File: config.mk
export PLATFORM = sky130hd
export DESIGN_NAME = mem_port_arbiter
export DESIGN_NICKNAME = d
export VERILOG_FILES = /design/src/rtl/mem_arb_pkg.sv /design/src/rtl/mem_arb_rr_picker.sv /design/src/rtl/mem_port_arbiter.sv
export SDC_FILE = /design/constraint.sdc
export NUM_CORES = 1
export LEC_CHECK = 0
export ABC_AREA = 1
export BUFFER_PORTS_ARGS = -buffer_cell sky130_fd_sc_hd__buf_2
export CAP_MARGIN = 0
export CELL_PAD_IN_SITES_DETAIL_PLACEMENT = 0
export CELL_PAD_IN_SITES_GLOBAL_PLACEMENT = 2
export CORE_AREA = 2 2 320 322
export CTS_CLUSTER_SIZE = 16
export DETAILED_ROUTE_END_ITERATION = 16
export DIE_AREA = 0 0 322 324
export PLACE_DENSITY = 0.6
export REMOVE_ABC_BUFFERS = 1
export SLEW_MARGIN = 20
export SYNTH_ARGS = -nofsm -noshare
export SYNTH_HDL_FRONTEND = slang
export SYNTH_SLANG_ARGS = --single-unit
File: constraint.sdc
create_clock -name clk -period 3.7 [get_ports clk]
set_input_delay 0.555 -clock clk [delete_from_list [all_inputs] [get_ports clk]]
set_output_delay 0.555 -clock clk [all_outputs]
set_load 0.05 [all_outputs]
File: src/rtl/mem_arb_pkg.sv
// rtl/mem_arb_pkg.sv - state encoding, priority-mode constants and line-geometry helpers
// for the off-chip memory port arbiter.
package mem_arb_pkg;

   typedef enum logic [1:0] {
      S_IDLE    = 2'd0,
      S_WB_WAIT = 2'd1,
      S_RD_WAIT = 2'd2,
      S_DONE    = 2'd3
   } arb_state_e;

   localparam int PRIO_RR    = 0;
   localparam int PRIO_FIXED = 1;

   function automatic int line_bits(input int line_bytes);
      return line_bytes * 8;
   endfunction

   function automatic int off_width(input int line_bytes);
      return (line_bytes > 1) ? $clog2(line_bytes) : 0;
   endfunction

   function automatic int idx_width(input int n);
      return (n > 1) ? $clog2(n) : 1;
   endfunction

   function automatic logic [31:0] line_align(input logic [31:0] addr, input int line_bytes);
      return addr & ~((32'd1 << off_width(line_bytes)) - 32'd1);
   endfunction

endpackage

File: src/rtl/mem_arb_rr_picker.sv
// rtl/mem_arb_rr_picker.sv - one-hot winner selection: round-robin from ptr_i+1,
// or fixed priority (lowest index) when mode_i is set.
module mem_arb_rr_picker import mem_arb_pkg::*; #(
   parameter  int NUM_CH = 2,
   localparam int IDX_W  = idx_width(NUM_CH)
) (
   input  logic [NUM_CH-1:0] req_i,
   input  logic [IDX_W-1:0]  ptr_i,
   input  logic              mode_i,
   output logic [NUM_CH-1:0] gnt_o
);

   logic [IDX_W-1:0] idx;
   logic             found;

   always_comb begin
      gnt_o = '0;
      found = 1'b0;
      idx   = '0;
      for (int i = 0; i < NUM_CH; i++) begin
         if (mode_i) idx = IDX_W'(i);
         else        idx = IDX_W'((int'(ptr_i) + i + 1) % NUM_CH);
         if (!found && req_i[idx]) begin
            gnt_o[idx] = 1'b1;
            found      = 1'b1;
         end
      end
   end

endmodule

File: src/rtl/mem_port_arbiter.sv
// rtl/mem_port_arbiter.sv - shares one off-chip line port between NUM_CH cache channels
// (writeback then fill per grant). Optional ready-wait timeout: MEM_ARB_TIMEOUT_EN.
module mem_port_arbiter import mem_arb_pkg::*; #(
   parameter  int NUM_CH         = 2,
   parameter  int LINE_BYTES     = 16,
   parameter  int PRIO_MODE      = PRIO_RR,
   parameter  int TIMEOUT_CYCLES = 256,
   localparam int LINE_BITS      = line_bits(LINE_BYTES),
   localparam int IDX_W          = idx_width(NUM_CH)
) (
   input  logic                        clk,
   input  logic                        rst_n,
   input  logic [NUM_CH-1:0]           ch_req,
   input  logic [NUM_CH-1:0]           ch_wb,
   input  logic [NUM_CH-1:0]           ch_rd,
   input  logic [NUM_CH*32-1:0]        ch_wb_addr,
   input  logic [NUM_CH*32-1:0]        ch_fill_addr,
   input  logic [NUM_CH*LINE_BITS-1:0] ch_wb_data,
   output logic [NUM_CH-1:0]           ch_gnt,
   output logic [NUM_CH-1:0]           ch_done,
   output logic [NUM_CH-1:0]           ch_err,
   output logic [LINE_BITS-1:0]        fill_data,
   output logic [31:0]                 offchip_mem_addr,
   output logic                        offchip_mem_read_en,
   output logic                        offchip_mem_write_en,
   output logic [LINE_BITS-1:0]        offchip_mem_wdata,
   input  logic [LINE_BITS-1:0]        offchip_mem_data,
   input  logic                        offchip_mem_ready,
   output logic                        arb_busy
);

   arb_state_e           state_q, state_d;
   logic [NUM_CH-1:0]    gnt_q, gnt_d, done_q, done_d, win_oh;
   logic [IDX_W-1:0]     ptr_q, ptr_d, owner_q, owner_d, win_idx;
   logic                 rd_q, rd_d, wr_en_q, wr_en_d, rd_en_q, rd_en_d;
   logic [31:0]          fill_addr_q, fill_addr_d, addr_q, addr_d;
   logic [LINE_BITS-1:0] wdata_q, wdata_d, fill_q, fill_d;

   logic [31:0]          wb_addr_a   [NUM_CH];
   logic [31:0]          fill_addr_a [NUM_CH];
   logic [LINE_BITS-1:0] wb_data_a   [NUM_CH];

   for (genvar g = 0; g < NUM_CH; g++) begin : g_slice
      assign wb_addr_a[g]   = ch_wb_addr[g*32 +: 32];
      assign fill_addr_a[g] = ch_fill_addr[g*32 +: 32];
      assign wb_data_a[g]   = ch_wb_data[g*LINE_BITS +: LINE_BITS];
   end

   mem_arb_rr_picker #(.NUM_CH(NUM_CH)) u_picker (
      .req_i  (ch_req),
      .ptr_i  (ptr_q),
      .mode_i (PRIO_MODE == PRIO_FIXED),
      .gnt_o  (win_oh)
   );

   always_comb begin
      win_idx = '0;
      for (int i = 0; i < NUM_CH; i++) begin
         if (win_oh[i]) win_idx = IDX_W'(i);
      end
   end

`ifdef MEM_ARB_TIMEOUT_EN
   logic [31:0]       cnt_q, cnt_d;
   logic [NUM_CH-1:0] err_q, err_d;
   logic              timeout;

   assign timeout = (cnt_q == 32'(TIMEOUT_CYCLES - 1));

   // Counter restarts on every wait-state entry, including the WB_WAIT -> RD_WAIT hop.
   always_comb begin
      cnt_d = '0;
      err_d = '0;
      if ((state_q == S_WB_WAIT || state_q == S_RD_WAIT) && state_d == state_q)
         cnt_d = cnt_q + 32'd1;
      if ((state_q == S_WB_WAIT || state_q == S_RD_WAIT) && !offchip_mem_ready && timeout)
         err_d[owner_q] = 1'b1;
   end

   always_ff @(posedge clk or negedge rst_n) begin
      if (!rst_n) begin
         cnt_q <= '0;
         err_q <= '0;
      end else begin
         cnt_q <= cnt_d;
         err_q <= err_d;
      end
   end

   assign ch_err = err_q;
`else
   logic unused_timeout_cfg;
   assign unused_timeout_cfg = ^32'(TIMEOUT_CYCLES);
   assign ch_err = '0;
`endif

   always_comb begin
      state_d     = state_q;
      gnt_d       = '0;
      done_d      = '0;
      ptr_d       = ptr_q;
      owner_d     = owner_q;
      rd_d        = rd_q;
      wr_en_d     = wr_en_q;
      rd_en_d     = rd_en_q;
      fill_addr_d = fill_addr_q;
      addr_d      = addr_q;
      wdata_d     = wdata_q;
      fill_d      = fill_q;
      case (state_q)
         S_IDLE: begin
            if (|ch_req) begin
               owner_d     = win_idx;
               ptr_d       = win_idx;
               gnt_d       = win_oh;
               rd_d        = ch_rd[win_idx];
               fill_addr_d = line_align(fill_addr_a[win_idx], LINE_BYTES);
               wdata_d     = wb_data_a[win_idx];
               if (ch_wb[win_idx]) begin
                  state_d = S_WB_WAIT;
                  wr_en_d = 1'b1;
                  addr_d  = line_align(wb_addr_a[win_idx], LINE_BYTES);
               end else if (ch_rd[win_idx]) begin
                  state_d = S_RD_WAIT;
                  rd_en_d = 1'b1;
                  addr_d  = line_align(fill_addr_a[win_idx], LINE_BYTES);
               end else begin
                  state_d = S_DONE;
               end
            end
         end
         S_WB_WAIT: begin
            if (offchip_mem_ready) begin
               wr_en_d = 1'b0;
               if (rd_q) begin
                  rd_en_d = 1'b1;
                  addr_d  = fill_addr_q;
                  state_d = S_RD_WAIT;
               end else begin
                  state_d = S_DONE;
               end
            end
`ifdef MEM_ARB_TIMEOUT_EN
            else if (timeout) begin
               wr_en_d = 1'b0;
               state_d = S_DONE;
            end
`endif
         end
         S_RD_WAIT: begin
            if (offchip_mem_ready) begin
               rd_en_d = 1'b0;
               fill_d  = offchip_mem_data;
               state_d = S_DONE;
            end
`ifdef MEM_ARB_TIMEOUT_EN
            else if (timeout) begin
               rd_en_d = 1'b0;
               state_d = S_DONE;
            end
`endif
         end
         S_DONE:  state_d = S_IDLE;
         default: state_d = S_IDLE;
      endcase
      if (state_d == S_DONE && state_q != S_DONE) done_d[owner_d] = 1'b1;
   end

   always_ff @(posedge clk or negedge rst_n) begin
      if (!rst_n) begin
         state_q     <= S_IDLE;
         gnt_q       <= '0;
         done_q      <= '0;
         ptr_q       <= IDX_W'(NUM_CH - 1);
         owner_q     <= '0;
         rd_q        <= 1'b0;
         wr_en_q     <= 1'b0;
         rd_en_q     <= 1'b0;
         fill_addr_q <= '0;
         addr_q      <= '0;
         wdata_q     <= '0;
         fill_q      <= '0;
      end else begin
         state_q     <= state_d;
         gnt_q       <= gnt_d;
         done_q      <= done_d;
         ptr_q       <= ptr_d;
         owner_q     <= owner_d;
         rd_q        <= rd_d;
         wr_en_q     <= wr_en_d;
         rd_en_q     <= rd_en_d;
         fill_addr_q <= fill_addr_d;
         addr_q      <= addr_d;
         wdata_q     <= wdata_d;
         fill_q      <= fill_d;
      end
   end

   assign ch_gnt               = gnt_q;
   assign ch_done              = done_q;
   assign fill_data            = fill_q;
   assign offchip_mem_addr     = addr_q;
   assign offchip_mem_read_en  = rd_en_q;
   assign offchip_mem_write_en = wr_en_q;
   assign offchip_mem_wdata    = wdata_q;
   assign arb_busy             = (state_q != S_IDLE);

endmodule

==> impl_metrics.ini <==
[synth]
synth_commonest_cells = 804 x sky130_fd_sc_hd__nand2_1, 322 x sky130_fd_sc_hd__dfrtp_1, 260 x sky130_fd_sc_hd__a21oi_1
synth_seq_cells = 323
ys_seq_area_share_pct = 54.9
synth-main-ff-cell = sky130_fd_sc_hd__dfrtp_1
synth.yosys.warnings = 0
synthArstFlopShare_pct = 100
synth_cell_type_count = 27
area_contributors_post_synth = sky130_fd_sc_hd__dfrtp_1 55%, sky130_fd_sc_hd__nand2_1 20%, sky130_fd_sc_hd__a21oi_1 8.8%, sky130_fd_sc_hd__nand3_1 3.9%, sky130_fd_sc_hd__nor2_1 3.5%
most_repeated_cell_in_the_gate_level_netlist_after_synthesis = sky130_fd_sc_hd__nand2_1
syn_area_per_cell_um2 = 7.92
synthDominantAreaCellType = sky130_fd_sc_hd__dfrtp_1
synth-edff-count = 0
post_synth_instance_area_mm2 = 0.0147
post-synth-top-area-fraction_pct = 54.7
netlist_instances = 1860

[cells_and_area]
finish.cell_count_without_fillers = 3965
area_delta_synth_final_pct = 46.4
final_cell_area_mm2 = 0.0216
finish.net_count = 3135
utilization_pct = 21.3
post_route_cells_drive_above_1_share_pct = 34.9

[die]
ios = 818
initial_utilization_pct = 14.6
fp.dieW_um = 322
die_height_um = 324
die_area_mm2 = 0.104
core_area_mm2 = 0.101
row_count = 117

[timing]
report.final.setup_viol = 0
postLayoutSetupSlackWorst_ns = 1.21
slew-limit-headroom_pct = 36.7
finalMaxSlewViolations = 0
fin_crit_ns = 2.49
timing.clock.skew_ns = 0.0267
clock.fmax_mhz = 401
grt_setup_unrepaired = no
final_hold_viol_count = 0
min_period_over_period_pct = 67.3
timing_worst_slew_pin_value_ns = 0.950

[setup_path]
peak_per_stage_delay_on_the_critical_path_ns = 0.63
timing.critical_path.depth = 6
crit_slowest_cell = sky130_fd_sc_hd__inv_6
regToRegSetupSlack_ns = 1.21
cp_num_buf_inv = 2
cp-startpoint = state_q[1]
cp_startpoint_kind = flip-flop
r2r_end = offchip_mem_wdata[40]
worst_setup_path_endpoint = offchip_mem_wdata[40]
crit_fanout = 87
crit_path_cell_trace = nor2_4, o21ai_4, inv_6, buf_4, nor2_1, a21oi_1
timing.critical_path.arrival_ns = 3.00
required_time_worst_endpoint_ns = 4.21
critPathKind = reg2reg
critical_path.endpoint_type = flip-flop
r2r_cells = 6
crit_family = buffers and inverters
critical_path.reg2reg.startpoint = state_q[1]

[min_path]
worstHoldPathType = in2reg

[global_route]
largest_net_degree_at_the_start_of_global_routing = 131
gr-total-overflow = 0
use_met2_pct = 22.6
grt_antenna_before_repair = 20
gr-usage-met1_pct = 16.5
groute.layer.met3.usage_pct = 4.22
grt.total_usage_pct = 13.4
first_global_vias = 15300
busiest_layer = met2
grt_first_pass_wirelength_mm = 105

[route]
route.antenna.remaining_nets = 0
drc_errors = 0
routed_wl_mm = 73.0
num_vias = 15100
drt_first_pass_iters = 4
detail_route.vias_per_cell = 3.81
drt-wirelength-per-cell_um = 18.4
dr.first_iter.drc_count = 665

[placement]
routabilityCongestion = 0.800
place.detailed.instances = 3876
dp_worst_setup_slack_ns = 1.10
detailedPlacementHpwl_mm = 53.7
placed_area_mm2 = 0.0201
port_buffers = 795

[flow_run]
maxCapViolCount = 0

[clocking]
cts.sink_count = 323
clock_tree.buffer_depth = 3
htreeDepth = 2
post_cts.repair.setup_buffers = 0
tritoncts_clock_tree = built
clk_lat_worst_skew_ns = 0.61
cts_made_buffers = 44
root_buffer = sky130_fd_sc_hd__clkbuf_16
clkTransAtPathRegs_ns = 0.06

[outcome]
run_status = complete, no violations

[power]
power-per-cell-area_mw_per_mm2 = 1080
power_leakage_nw = 11.4
irDropWorstVdd_v = 0.000455
-- what timing repair did --
action | CTS | global route
gates resized for setup | 0 | 0
hold endpoints to repair | 31 | 0
hold buffers | 1 | 0
-- per-stage QoR --
stage | total power (W) | hold slack, ns | TNS (ns)
final | 0.0232 | 0.143 | 0
after CTS | 0.0236 | 0.0861 | 0
after floorplan | 0.0150 | 0.259 | -1158.31
after global placement | 0.0191 | 0.449 | 0
after detailed placement | 0.0191 | 0.453 | 0
after global routing | 0.0247 | 0.108 | 0
-- cells in the final DEF (no fill, tap or decap), drive strengths merged --
cell type,n
dfrtp,322
inv,43
a21oi,260
clkinv,8
o21bai,1
diode,9
nand3,116
bufinv,2
nand2,812
buf,832
clkbuf,66
a31oi,3
nand3b,1
dfstp,1
conb,6
or2,1
nor2,139
o21ai,32
clkinvlp,1
dlygate4sd3,1
-- power by group --
part / switching (W) / total (W) / internal, W
clock: 0.00180 / 0.00434 / 0.00254
sequential: 0.000922 / 0.00618 / 0.00525
combinational: 0.00990 / 0.0127 / 0.00279
total: 0.0126 / 0.0232 / 0.0106
-- final cells by class --
class / count / area [µm²]
Fill cell: 11600 / 79500
Sequential cell: 323 / 8080
Multi-Input combinational cell: 1371 / 5800
Timing Repair Buffer: 833 / 4410
Tap cell: 1309 / 1640
Clock buffer: 66 / 1280
Inverter: 41 / 164
Clock inverter: 13 / 151
Antenna cell: 9 / 22.5
-- how the worst min path moves through the flow --
stage | end | cells after the start | slack, ns | startpoint
floorplan | ch_done[0] | 0 | 0.26 | rst_n
global placement | fill_data[72] | 2 | 0.45 | fill_data[72]
detailed placement | fill_data[57] | 2 | 0.45 | fill_data[57]
CTS | fill_data[13] | 3 | 0.09 | offchip_mem_data[13]
global route | fill_data[28] | 3 | 0.11 | offchip_mem_data[28]
finish | fill_data[13] | 3 | 0.14 | offchip_mem_data[13]
-- registers in the layout, indices dropped and copies added, names as in the netlist --
name / cells
rd_q: 1
fill_addr_q: 28
ch_gnt: 2
offchip_mem_addr: 28
offchip_mem_wdata: 128
owner_q: 1
fill_data: 128
offchip_mem_read_en: 1
ptr_q: 1
offchip_mem_write_en: 1
state_q: 2
ch_done: 2
-- cell families after synthesis --
logic type / count (synthesis) / share of synthesized area, %
simple gates: 1069 / 28.8
flops: 323 / 54.9
compound gates: 296 / 10.2
buf+inv: 171 / 6.03
other cells: 1 / 0.0255
-- routing by layer --
layer / up-vias / wire, µm
met3: 90 / 5160
met1: 7138 / 30700
met2: 430 / 35700
met5: - / 85
met4: 14 / 1430
li1: 7430 / -
-- worst reg2reg max path, delay by kind of cell (launching register included) --
family,cells,cell delay (ns)
buffers and inverters,2,1.25
flip-flops,1,0.43
AO/OA/AOI/OAI,2,0.39
AND/OR/NAND/NOR,2,0.34
No activity file was read; power rests on OpenSTA's default activity.
